### config.mk
export PLATFORM = sky130hd
export DESIGN_NAME = serial_subtractor
export DESIGN_NICKNAME = d
export VERILOG_FILES = /design/src/rtl/serial_subtractor.sv
export SDC_FILE = /design/constraint.sdc
export NUM_CORES = 1
export LEC_CHECK = 0
export ABC_AREA = 1
export ABC_CLOCK_PERIOD_IN_PS = 2450
export CAP_MARGIN = 0
export CORE_ASPECT_RATIO = 1.25
export CORE_MARGIN = 2
export CORE_UTILIZATION = 50
export DETAILED_ROUTE_END_ITERATION = 10
export HOLD_SLACK_MARGIN = 0.08
export PLACE_DENSITY = 0.74
export REMOVE_ABC_BUFFERS = 1
export SLEW_MARGIN = 20
export SYNTH_ARGS = -nofsm -noshare
export SYNTH_HDL_FRONTEND = slang
export SYNTH_SLANG_ARGS = --single-unit
### constraint.sdc
create_clock -name clk -period 2.45 [get_ports clk]
set_clock_uncertainty 0.1 [all_clocks]
set_input_delay 0.49 -clock clk [delete_from_list [all_inputs] [get_ports clk]]
set_output_delay 0.49 -clock clk [all_outputs]
set_load 0.005 [all_outputs]
### src/rtl/serial_subtractor.sv
// Multi-cycle subtractor: diff = a - b - borrow_in, DIGIT bits per clock, LSB slice first,
// with a start/busy/done handshake and registered borrow/overflow results.
module serial_subtractor #(
    parameter int WIDTH = 8,
    parameter int DIGIT = 1
) (
    input  logic             clk,
    input  logic             rst,
    input  logic             start,
    input  logic [WIDTH-1:0] a,
    input  logic [WIDTH-1:0] b,
    input  logic             borrow_in,
    output logic             busy,
    output logic             done,
    output logic [WIDTH-1:0] diff,
    output logic             borrow,
    output logic             overflow
);

    localparam int NSLICE = WIDTH / DIGIT;
    localparam int CW     = (NSLICE > 1) ? $clog2(NSLICE) : 1;
    localparam logic [CW-1:0] LAST_SLICE = CW'(NSLICE - 1);

    generate
        if (WIDTH < 1 || DIGIT < 1 || (WIDTH % DIGIT) != 0) begin : g_bad_param
            $error("serial_subtractor: WIDTH must be >= 1 and a multiple of DIGIT");
        end
    endgenerate

    typedef enum logic [1:0] {
        S_IDLE = 2'd0,
        S_RUN  = 2'd1,
        S_DONE = 2'd2
    } state_t;

    state_t            r_state;
    state_t            w_state_nxt;
    logic [WIDTH-1:0]  r_a;
    logic [WIDTH-1:0]  r_b;
    logic [WIDTH-1:0]  r_diff;
    logic              r_bw;
    logic              r_borrow;
    logic              r_overflow;
    logic              r_busy;
    logic              r_done;
    logic [CW-1:0]     r_cnt;

    logic              w_accept;
    logic              w_last;
    logic              w_busy_nxt;
    logic              w_done_nxt;
    int                w_base;
    logic [DIGIT-1:0]  w_a_sl;
    logic [DIGIT-1:0]  w_b_sl;
    logic [DIGIT:0]    w_sub;
    logic [DIGIT-1:0]  w_d;
    logic              w_bo;
    logic              w_ovf;

    assign w_accept = start & ((r_state == S_IDLE) | (r_state == S_DONE));
    assign w_last   = (r_cnt == LAST_SLICE);

    // The extra top bit of the (DIGIT+1)-bit difference is the slice borrow-out.
    assign w_base = int'(r_cnt) * DIGIT;
    assign w_a_sl = r_a[w_base +: DIGIT];
    assign w_b_sl = r_b[w_base +: DIGIT];
    assign w_sub  = {1'b0, w_a_sl} - {1'b0, w_b_sl} - {{DIGIT{1'b0}}, r_bw};
    assign w_d    = w_sub[DIGIT-1:0];
    assign w_bo   = w_sub[DIGIT];

    // The last slice carries the result MSB, so overflow can be formed on that edge.
    assign w_ovf  = (r_a[WIDTH-1] ^ r_b[WIDTH-1]) & (w_d[DIGIT-1] ^ r_a[WIDTH-1]);

    // State register
    always_ff @(posedge clk) begin
        if (rst) begin
            r_state <= S_IDLE;
        end else begin
            r_state <= w_state_nxt;
        end
    end

    // Next-state logic
    always_comb begin
        w_state_nxt = r_state;
        case (r_state)
            S_IDLE: begin
                if (start) begin
                    w_state_nxt = S_RUN;
                end else begin
                    w_state_nxt = S_IDLE;
                end
            end
            S_RUN: begin
                if (w_last) begin
                    w_state_nxt = S_DONE;
                end else begin
                    w_state_nxt = S_RUN;
                end
            end
            S_DONE: begin
                if (start) begin
                    w_state_nxt = S_RUN;
                end else begin
                    w_state_nxt = S_IDLE;
                end
            end
            default: begin
                w_state_nxt = S_IDLE;
            end
        endcase
    end

    // Output decode from the upcoming state, so busy/done can be registered
    always_comb begin
        w_busy_nxt = 1'b0;
        w_done_nxt = 1'b0;
        case (w_state_nxt)
            S_RUN: begin
                w_busy_nxt = 1'b1;
            end
            S_DONE: begin
                w_done_nxt = 1'b1;
            end
            default: begin
                w_busy_nxt = 1'b0;
                w_done_nxt = 1'b0;
            end
        endcase
    end

    // Handshake output registers
    always_ff @(posedge clk) begin
        if (rst) begin
            r_busy <= 1'b0;
            r_done <= 1'b0;
        end else begin
            r_busy <= w_busy_nxt;
            r_done <= w_done_nxt;
        end
    end

    // Operand capture and slice-by-slice datapath
    always_ff @(posedge clk) begin
        if (rst) begin
            r_a        <= {WIDTH{1'b0}};
            r_b        <= {WIDTH{1'b0}};
            r_diff     <= {WIDTH{1'b0}};
            r_bw       <= 1'b0;
            r_borrow   <= 1'b0;
            r_overflow <= 1'b0;
            r_cnt      <= {CW{1'b0}};
        end else if (w_accept) begin
            r_a   <= a;
            r_b   <= b;
            r_bw  <= borrow_in;
            r_cnt <= {CW{1'b0}};
        end else if (r_state == S_RUN) begin
            r_diff[w_base +: DIGIT] <= w_d;
            r_bw                    <= w_bo;
            if (w_last) begin
                r_cnt      <= {CW{1'b0}};
                r_borrow   <= w_bo;
                r_overflow <= w_ovf;
            end else begin
                r_cnt      <= r_cnt + CW'(1);
            end
        end else begin
            r_cnt <= r_cnt;
        end
    end

    assign busy     = r_busy;
    assign done     = r_done;
    assign diff     = r_diff;
    assign borrow   = r_borrow;
    assign overflow = r_overflow;

endmodule

==> flow_summary.toml <==
[synthesis]
synth.largest_area_cell = "dfxtp_1"
synthArstFlopShare_pct = 0
mappedNetlistArea_um2 = 1610
synth_edf_count = 0
netlist.area_leader.share_pct = 42.3
ys_warn_count = 0
synth_cells = 223
yosys-top-cells-area = "dfxtp_1 42%, nor2_1 13%, nand2_1 9.8%"
synth_flop_cell = "dfxtp_1"
synth.yosys.seq_area_share_pct = 42.3
synth_cell_types = 25
avgSynthCellArea_um2 = 7.22
synth_common_cells = "55 x nor2_1, 42 x nand2_1, 34 x dfxtp_1"
post-synth-top-count-cell = "nor2_1"
ys_seq_elements = 34

[detailed_routing]
drtIter0Drc = 28
wl_mm = 3.26
via_per_inst = 5.03
drc_errors = 0
drtAntennaViolNets = 0
wl_per_cell_um = 11.1
dr.pass1.iters = 4
vias = 1478

[die]
rows = 23
dieArea_um2 = 3690
io_pins = 32
core_area_um2 = 3140
floorplan.die.height_um = 67.4
start_util_pct = 51.3
chipWidth_um = 54.7

[final_layout]
drive_above_1_share_pct = 11.3
layoutNonFillerInstCount = 294
postLayoutCoreUtil_pct = 64.7
diodes = 0
nets = 281
area_growth_syn_to_layout_pct = 26.1

[run]
maxCapViolations = 0

[setup_path]
cp_data_arrival_time_ps = 2290
end_kind = "flop"
reg2reg_depth = 12
crit_type = "reg2reg"
cp.required_ps = 2570
cp-start-kind = "flop"
regToRegStartpoint = "r_cnt[0]$_SDFFE_PP0P_"
worstPathMaxFanout = 8
crit_start = "r_cnt[0]$_SDFFE_PP0P_"

[grt]
grt_max_degree = 27
grt_pass1_vias = 1286
overflow = 0
antenna_found_initial = 0
grt_pass1_wl_mm = 5.53
grt_usage_pct = 21.3

[placement]
gp_congestion = 0.917
dp.cells = 286
dp_hpwl_mm = 2.44
numPortBuffers = 31

[clock_tree]
cts.clk_slew.worst_paths_ps = 60
numCtsBuffers = 5
clock-sinks = 34
h-tree-depth = 2
cts_root_buf = "clkbuf_8"
cts_tree = "done"
clk_path_buf_depth = 2
clkLatencyLatePin_ps = 290

[outcome]
outcome = "finished clean"

[timing]
finalHoldViolations = 0
period_minus_slack_ps = 2170
setup_tns_ps = 0
period_share_pct = 88.4
slew_violations = 0
slew_headroom_pct = 75.3
holdWs_ps = 366
rsz0062_at_grt = "false"
fmax_mhz = 462
setup_viol_count_final = 0
worst_slew_pin_slew_ps = 370

[power]
p_switching_uw = 333
powerDensity_nw_per_um2 = 608
intPower_uw = 900
power_mw = 1.23
p_comb_share_pct = 17.1
pwr-share-seq_pct = 48.9
ir_drop_v = 0.000559
power.share.switching_pct = 27.0
p_leak_nw = 0.820
clkPwrFrac_pct = 34.0

[hold_path]
hold_start = "overflow$_SDFFE_PP0P_"
hp-class = "reg2reg"
worstHoldPathCells = 2
registers in the layout, indices dropped and copies added (netlist names):
register	flops
r_state	2
r_a	8
r_bw	1
diff	8
r_b	8
overflow	1
done	1
busy	1
r_cnt	3
borrow	1
cells by family (layout without fill, tap and decap cells):
kind of cell | Yosys count | in the layout | synth area share, %
compound gates | 42 | 42 | 13.4
fa+ha+maj | 5 | 5 | 4.35
simple gates | 119 | 119 | 33.4
flops | 34 | 34 | 42.3
buf+inv | 23 | 57 | 6.53
path summary, 6_finish.rpt:
path,slack (ps),end
min,370,overflow$_SDFFE_PP0P_
min reg2reg,370,overflow$_SDFFE_PP0P_
max reg2reg,280,diff[7]$_SDFFE_PP0P_
max,280,diff[7]$_SDFFE_PP0P_
layer usage:
metal | up-vias | part of all wire, % | global-route usage (%)
met5 | - | 0 | 0
met3 | 10 | 3.5 | 5.97
met2 | 28 | 51 | 36.3
met1 | 652 | 43 | 23.7
met4 | 0 | 2.8 | 10.3
li1 | 788 | - | -
per-stage QoR:
| step | setup slack, ps | instance area, um^2 |
|---|---|---|
| after floorplan | 246 | 1560 |
| after global placement | 229 | 1940 |
| after detailed placement | 186 | 1940 |
| after CTS | 176 | 2030 |
| after global routing | 33.2 | 2030 |
| final | 284 | 2030 |
power by group through the flow:
stage / Clock [mW] / Combinational [mW] / Sequential [mW]
2_1_floorplan: 0 / 0.136 / 0.612
3_5_place_dp: 0 / 0.213 / 0.615
5_1_grt: 0.450 / 0.241 / 0.606
6_report: 0.419 / 0.211 / 0.603
4_1_cts: 0.424 / 0.213 / 0.603
3_3_place_gp: 0 / 0.209 / 0.616
cell type report:
cell class              instances  area (um^2)
flip-flops and latches         34          682
fillers                       300         1110
well taps                      37         46.3
inverters                      16         60.1
clock inverters                 1         5.00
clock buffers                   7         86.3
repair buffers                 33          325
multi-input cells             166          823
critical path, cell delays in order, from the launching register on:
cell and delay [ps]:
dfxtp_2 390, buf_4 180, nand2_1 60, nand3_1 70, o21ai_0 90, nand2_1 70, nand3_1 90, fa_1 510
nor3_2 230, nand2_1 110, nand2_1 80, nand2_1 50, nor2_1 90
layout by cell type, fill, tap and decap left out, drive strengths merged, types with 7 or more instances in the layout:
cell type and count:
nor2 59, dfxtp 34, inv 16, clkbuf 7, clkdlybuf4s50 31, o21ai 25
nand3 10, nand2 44, a21oi 14
repair_timing:
item                                    in CTS  in global routing
buffers inserted                             0                  0
endpoints found under the setup margin       0                  8
resized for setup                            0                  1
hold buffers                                 0                  0
Note: power is estimated with default switching activity, not from simulation.
==> edit 1, RTL diff (same settings) <==
The 3 states of `state_t` get a one-hot encoding in 3 bits.
--- a/src/rtl/serial_subtractor.sv
+++ b/src/rtl/serial_subtractor.sv
@@ -27,10 +27,10 @@
         end
     endgenerate
 
-    typedef enum logic [1:0] {
-        S_IDLE = 2'd0,
-        S_RUN  = 2'd1,
-        S_DONE = 2'd2
+    typedef enum logic [2:0] {
+        S_IDLE = 3'b001,
+        S_RUN  = 3'b010,
+        S_DONE = 3'b100
     } state_t;
 
     state_t            r_state;
Behaviour: same outputs for any inputs over 10 cycles, from zero or initial values and one cycle with rst high; not proved beyond that.
==> edit 1 against the original RTL <==
- synthesized area down 0.39%
- sequential power up 1%
- final area up 1.1%
- power down 5.6%
- synthesized cell count up 0.90%
- wire length up 6.0%
- setup slack better by 0.0028 ns
- core utilization up 0.72 points
- worst hold slack worse by 0.0071 ns
- sequential cell count up 1
- die area down 0.37%
- global-route usage up 0.78 points
- critical path type unchanged
==> edit 1: results (changes against the original RTL) <==
Status - finished, final reports clean
CTS Buffer Depth - 2 (unchanged)
RD Place Congestion - 0.878 (-4.2%)
Post-synthesis sequential area ratio - 43.7% (+1.4 points)
Asr flop ratio synth - 0% (unchanged)
Clock latency on the worst-skew pair - 0.29 ns (about the same)
Non-CTS buffers - 36 (+9.1%)
Synth Instances - 225 (+0.90%)
Synth top area cells - dfxtp_1 44%, nand2_1 10%, a21oi_1 10%
Reg clk slew, reported paths - 0.07 ns
GR Util met3 - 6.42% (+0.44 points)
LEAKAGE - 0.000788 uW (-3.8%)
Post-DP Area - 1950 um^2 (+0.90%)
# fillers - 290 (-3.3%)
Uppermost layer routed - met4
Post-synth cell types - 22 (-12%)
Initial antenna violation count - 0 (unchanged)
H-tree Lvls - 2 (unchanged)
IO Port Bufs - 31 (unchanged)
Root Buffer - clkbuf_8
Seq cells - 35 (+2.9%)
Metal1 wirelength - 1580 um (+14%)
Storage cell area - 702 um^2 (+2.9%)
Met2 GRT Util - 36.0% (-0.30 points)
Inverter count - 22 (+6)
Buffer share of cell area - 17.0% (+0.92 points)
Vias - 1,518 (+2.7%)
First-pass GRT wire length - 5790 um (+4.6%)
Routed len/inst - 11.6 um (+4.6%)
Largest net degree at the start of global routing - 31 (+15%)
YS warnings - 0 (unchanged)
Max Fanout on Critical Path - 15 (+7)
Most used DFF post-synth - dfxtp_1
Ant diodes - 0 (unchanged)
Layout cells sized above 1 - 6.90% (-4.4 points)
Met1 Use GR - 25.8% (+2.1 points)
DIE AREA - 3680 um^2 (-0.37%)
Finished Layout Cells - 298 (+1.4%)
Area growth syn-to-layout - 27.9%
Starting DRC count in detailed routing - 51 (+82%)
Post-synth top cells - 43 x nand2_1, 35 x dfxtp_1, 32 x a21oi_1
Relative slew slack - 68.4% (-6.8 points)
Dpl cells - 290 (+1.4%)
Gr usage total - 22.1% (+0.78 points)
Placement Setup Slack - 0.125 ns (-0.0611 ns)
Clock buf count - 6 (-1)
Final HPWL DP - 2480 um (+1.5%)
Multi-input gates - 160 (-3.6%)
Met3 WL post-DR - 155 um (+37%)
Clock-cell share of area - 4.15% (-0.35 points)
Vias in the first global route - 1,337 (+4.0%)
DR pass1 iterations - 4 (unchanged)
Commonest non-fill, non-tap cell in the layout - nand2_1
Multi-input logic area - 787 um^2 (-4.4%)
DR WL met2 - 1660 um (-0.30%)
Number of flops mapped to enable cells by yosys - 0 (unchanged)
Min-delay worst type - reg2reg
CTS buffer count - 5 (unchanged)
Peak supply drop - 0.511 mV (-8.6%)
[edit 1: changes by cell type in the layout (fill, tap and decap cells not counted), sizes merged, moves of 3 or more]
cell / unedited run / this run
inv: 16 / 21
a21oi: 14 / 32
buf: 2 / 5
nor2: 59 / 31
nand3: 10 / 26
o21ai: 25 / 16
[edit 1: worst max-delay path: stages, from the launching register on]
cell     delay, ns
dfxtp_1       0.32
buf_4         0.19
a21oi_1       0.14
o21ai_0       0.11
nand3_1       0.09
nand2_1       0.08
fa_1          0.55
inv_1         0.10
nor3_4        0.15
nand3_1       0.09
nand3_1       0.07
nand2_1       0.05
nor2_1        0.07
[edit 1: path summary, 6_finish.rpt]
| kind | start | end | slack (ns) | depth (start not counted) |
|---|---|---|---|---|
| max reg2reg | r_cnt[0]$_SDFFE_PP0P_ | diff[4]$_SDFFE_PP0P_ | 0.29 | 12 |
| max | r_cnt[0]$_SDFFE_PP0P_ | diff[4]$_SDFFE_PP0P_ | 0.29 | 12 |
| min reg2reg | r_b[5]$_SDFFE_PP0N_ | r_b[5]$_SDFFE_PP0N_ | 0.36 | 2 |
| min | r_b[5]$_SDFFE_PP0N_ | r_b[5]$_SDFFE_PP0N_ | 0.36 | 2 |
[edit 1: cell families after synthesis]
| group | synth area share [%] |
|---|---|
| compound gates | 16.4 |
| fa+ha+maj | 4.37 |
| buf+inv | 7.88 |
| flops | 43.7 |
| simple gates | 27.6 |
[edit 1: timing repair]
| action | in CTS | in global routing |
|---|---|---|
| setup buffers | 0 | 0 |
| resized for setup | 0 | 3 |
| endpoints found under the setup margin | 0 | 3 |
[edit 1: power breakdown]
group          leakage (uW)  switching, uW  internal (uW)  total (uW)
sequential         0.000286           12.8            596         609
clock             0.0000412            207            198         405
combinational      0.000461           81.6           68.2         150
==> edit 2, RTL diff (same settings) <==
Made on the original files. Set the parameter `WIDTH` to 16 (it was 8).
--- a/src/rtl/serial_subtractor.sv
+++ b/src/rtl/serial_subtractor.sv
@@ -1,7 +1,7 @@
 // Multi-cycle subtractor: diff = a - b - borrow_in, DIGIT bits per clock, LSB slice first,
 // with a start/busy/done handshake and registered borrow/overflow results.
 module serial_subtractor #(
-    parameter int WIDTH = 8,
+    parameter int WIDTH = 16,
     parameter int DIGIT = 1
 ) (
     input  logic             clk,
Ports: changed (resized a, b and diff); port bits go from 32 to 56. The function was not compared with the original's and may differ.
==> edit 2 against the original RTL <==
- via count up 84%
- critical path depth increased by 2
- wire length up 90%
- worst hold slack got worse by 0.0039 ns
- power increased by 79%
- setup slack worse by 0.15 ns
- sequential cell count up 25
- final area is 82% higher
- synthesized area is 78% higher
- largest cell class unchanged
==> edit 2: results (changes against the original RTL) <==
CTS buffer count - 9 (+4)
Met1 Use GR - 23.9% (+0.24 points)
RD Place Congestion - 0.879 (-4.1%)
Final HPWL DP - 4610 um (+89%)
Adder-cell share of the synthesized area - 3.32% (-1.0 points)
Largest net degree at the start of global routing - 35 (+30%)
First-pass GRT wire length - 10,500 um (+90%)
Vias/cell - 5.20 (+3.4%)
P_comb - 421 uW (+100%)
YS warnings - 0 (unchanged)
Peak supply drop - 0.422 mV (-24%)
# fillers - 500 (+67%)
Metal1 wirelength - 2630 um (+89%)
H-tree Lvls - 3 (+1)
Worst Path Arrival - 2.47 ns (+0.18 ns)
Met3 WL post-DR - 254 um (+120%)
Post-synth top cells - 96 x nor2_1, 59 x dfxtp_1, 45 x o21ai_0
Layout cells sized above 1 - 14.4% (+3.1 points)
Mux cell area share after synthesis - 0% (unchanged)
Synth top area cells - dfxtp_1 41%, nor2_1 13%, o21ai_0 7.9%
Met2 GRT Util - 37.5% (+1.2 points)
Clock latency on the worst-skew pair - 0.33 ns (+0.04 ns)
DR WL met2 - 3140 um (+89%)
Routed WL - 6200 um (+90%)
IO Port Bufs - 55 (+77%)
Post-synth cell types - 36 (+44%)
Gr usage total - 21.3% (-0.040 points)
GR Util met3 - 3.87% (-2.1 points)
Max Fanout on Critical Path - 19 (+11)
DR pass1 iterations - 5 (+1)
CP delay by family, top - buffers and inverters
Status - finished, final reports clean
Starting DRC count in detailed routing - 93 (+230%)
Post-synthesis sequential area ratio - 41.3% (-1.0 points)
Vias in the first global route - 2,508 (+95%)
Sequential cell fraction of total power - 47.3% (-1.6 points)
Sw Share - 28.1% (+1.1 points)
Fin nets - 497 (+77%)
Post-Synth XOR/XNOR Area - 0.306% (+0.31 points)
Relative slew slack - 80.4% (+5.1 points)
Placement Setup Slack - 0.0936 ns (-0.0924 ns)
-- edit 2: cell count changes in the layout (fill, tap and decap cells not counted), moves of 3 or more --
| cell | change |
|---|---|
| o21ai_0 | +19 |
| clkdlybuf4s50_1 | +24 |
| buf_4 | +9 |
| o211ai_1 | +3 |
| dfxtp_1 | +26 |
| clkbuf_8 | +4 |
| nor2_2 | +12 |
| nand3_1 | +3 |
| a21oi_1 | +15 |
| nand2_2 | +3 |
| nor2_1 | +39 |
| inv_1 | +12 |
| o21ai_1 | +17 |
-- edit 2: final cells by class --
cell class | instances | area (um^2) | share of cell area (%)
Clock buffer | 12 | 145 | 3.93
Clock inverter | 3 | 15.0 | 0.407
Inverter | 31 | 126 | 3.43
Multi-Input combinational cell | 285 | 1480 | 40.0
Sequential cell | 59 | 1180 | 32.0
Tap cell | 64 | 80.1 | 2.17
Timing Repair Buffer | 68 | 664 | 18.0
-- edit 2: stage by stage --
step	TNS, ns	utilization (%)	total power, uW	std cells	area (um^2)
after floorplan	-5.94	-	1300	375	2770
after detailed placement	0	63.8	1460	505	3500
after global routing	0	67.3	2310	522	3690
after global placement	0	63.8	1450	505	3500
final	0	67.3	2200	522	3690
after CTS	0	66.8	2190	520	3660
-- edit 2: worst paths after layout --
path	from	end	slack (ns)	cells after the start
worst min-delay path	r_a[12]$_SDFFE_PP0P_	r_a[12]$_SDFFE_PP0P_	0.36	2
worst min register to register	r_a[12]$_SDFFE_PP0P_	r_a[12]$_SDFFE_PP0P_	0.36	2
worst max-delay path	r_cnt[1]$_SDFFE_PP0P_	overflow$_SDFFE_PP0P_	0.13	14
worst max register to register	r_cnt[1]$_SDFFE_PP0P_	overflow$_SDFFE_PP0P_	0.13	14
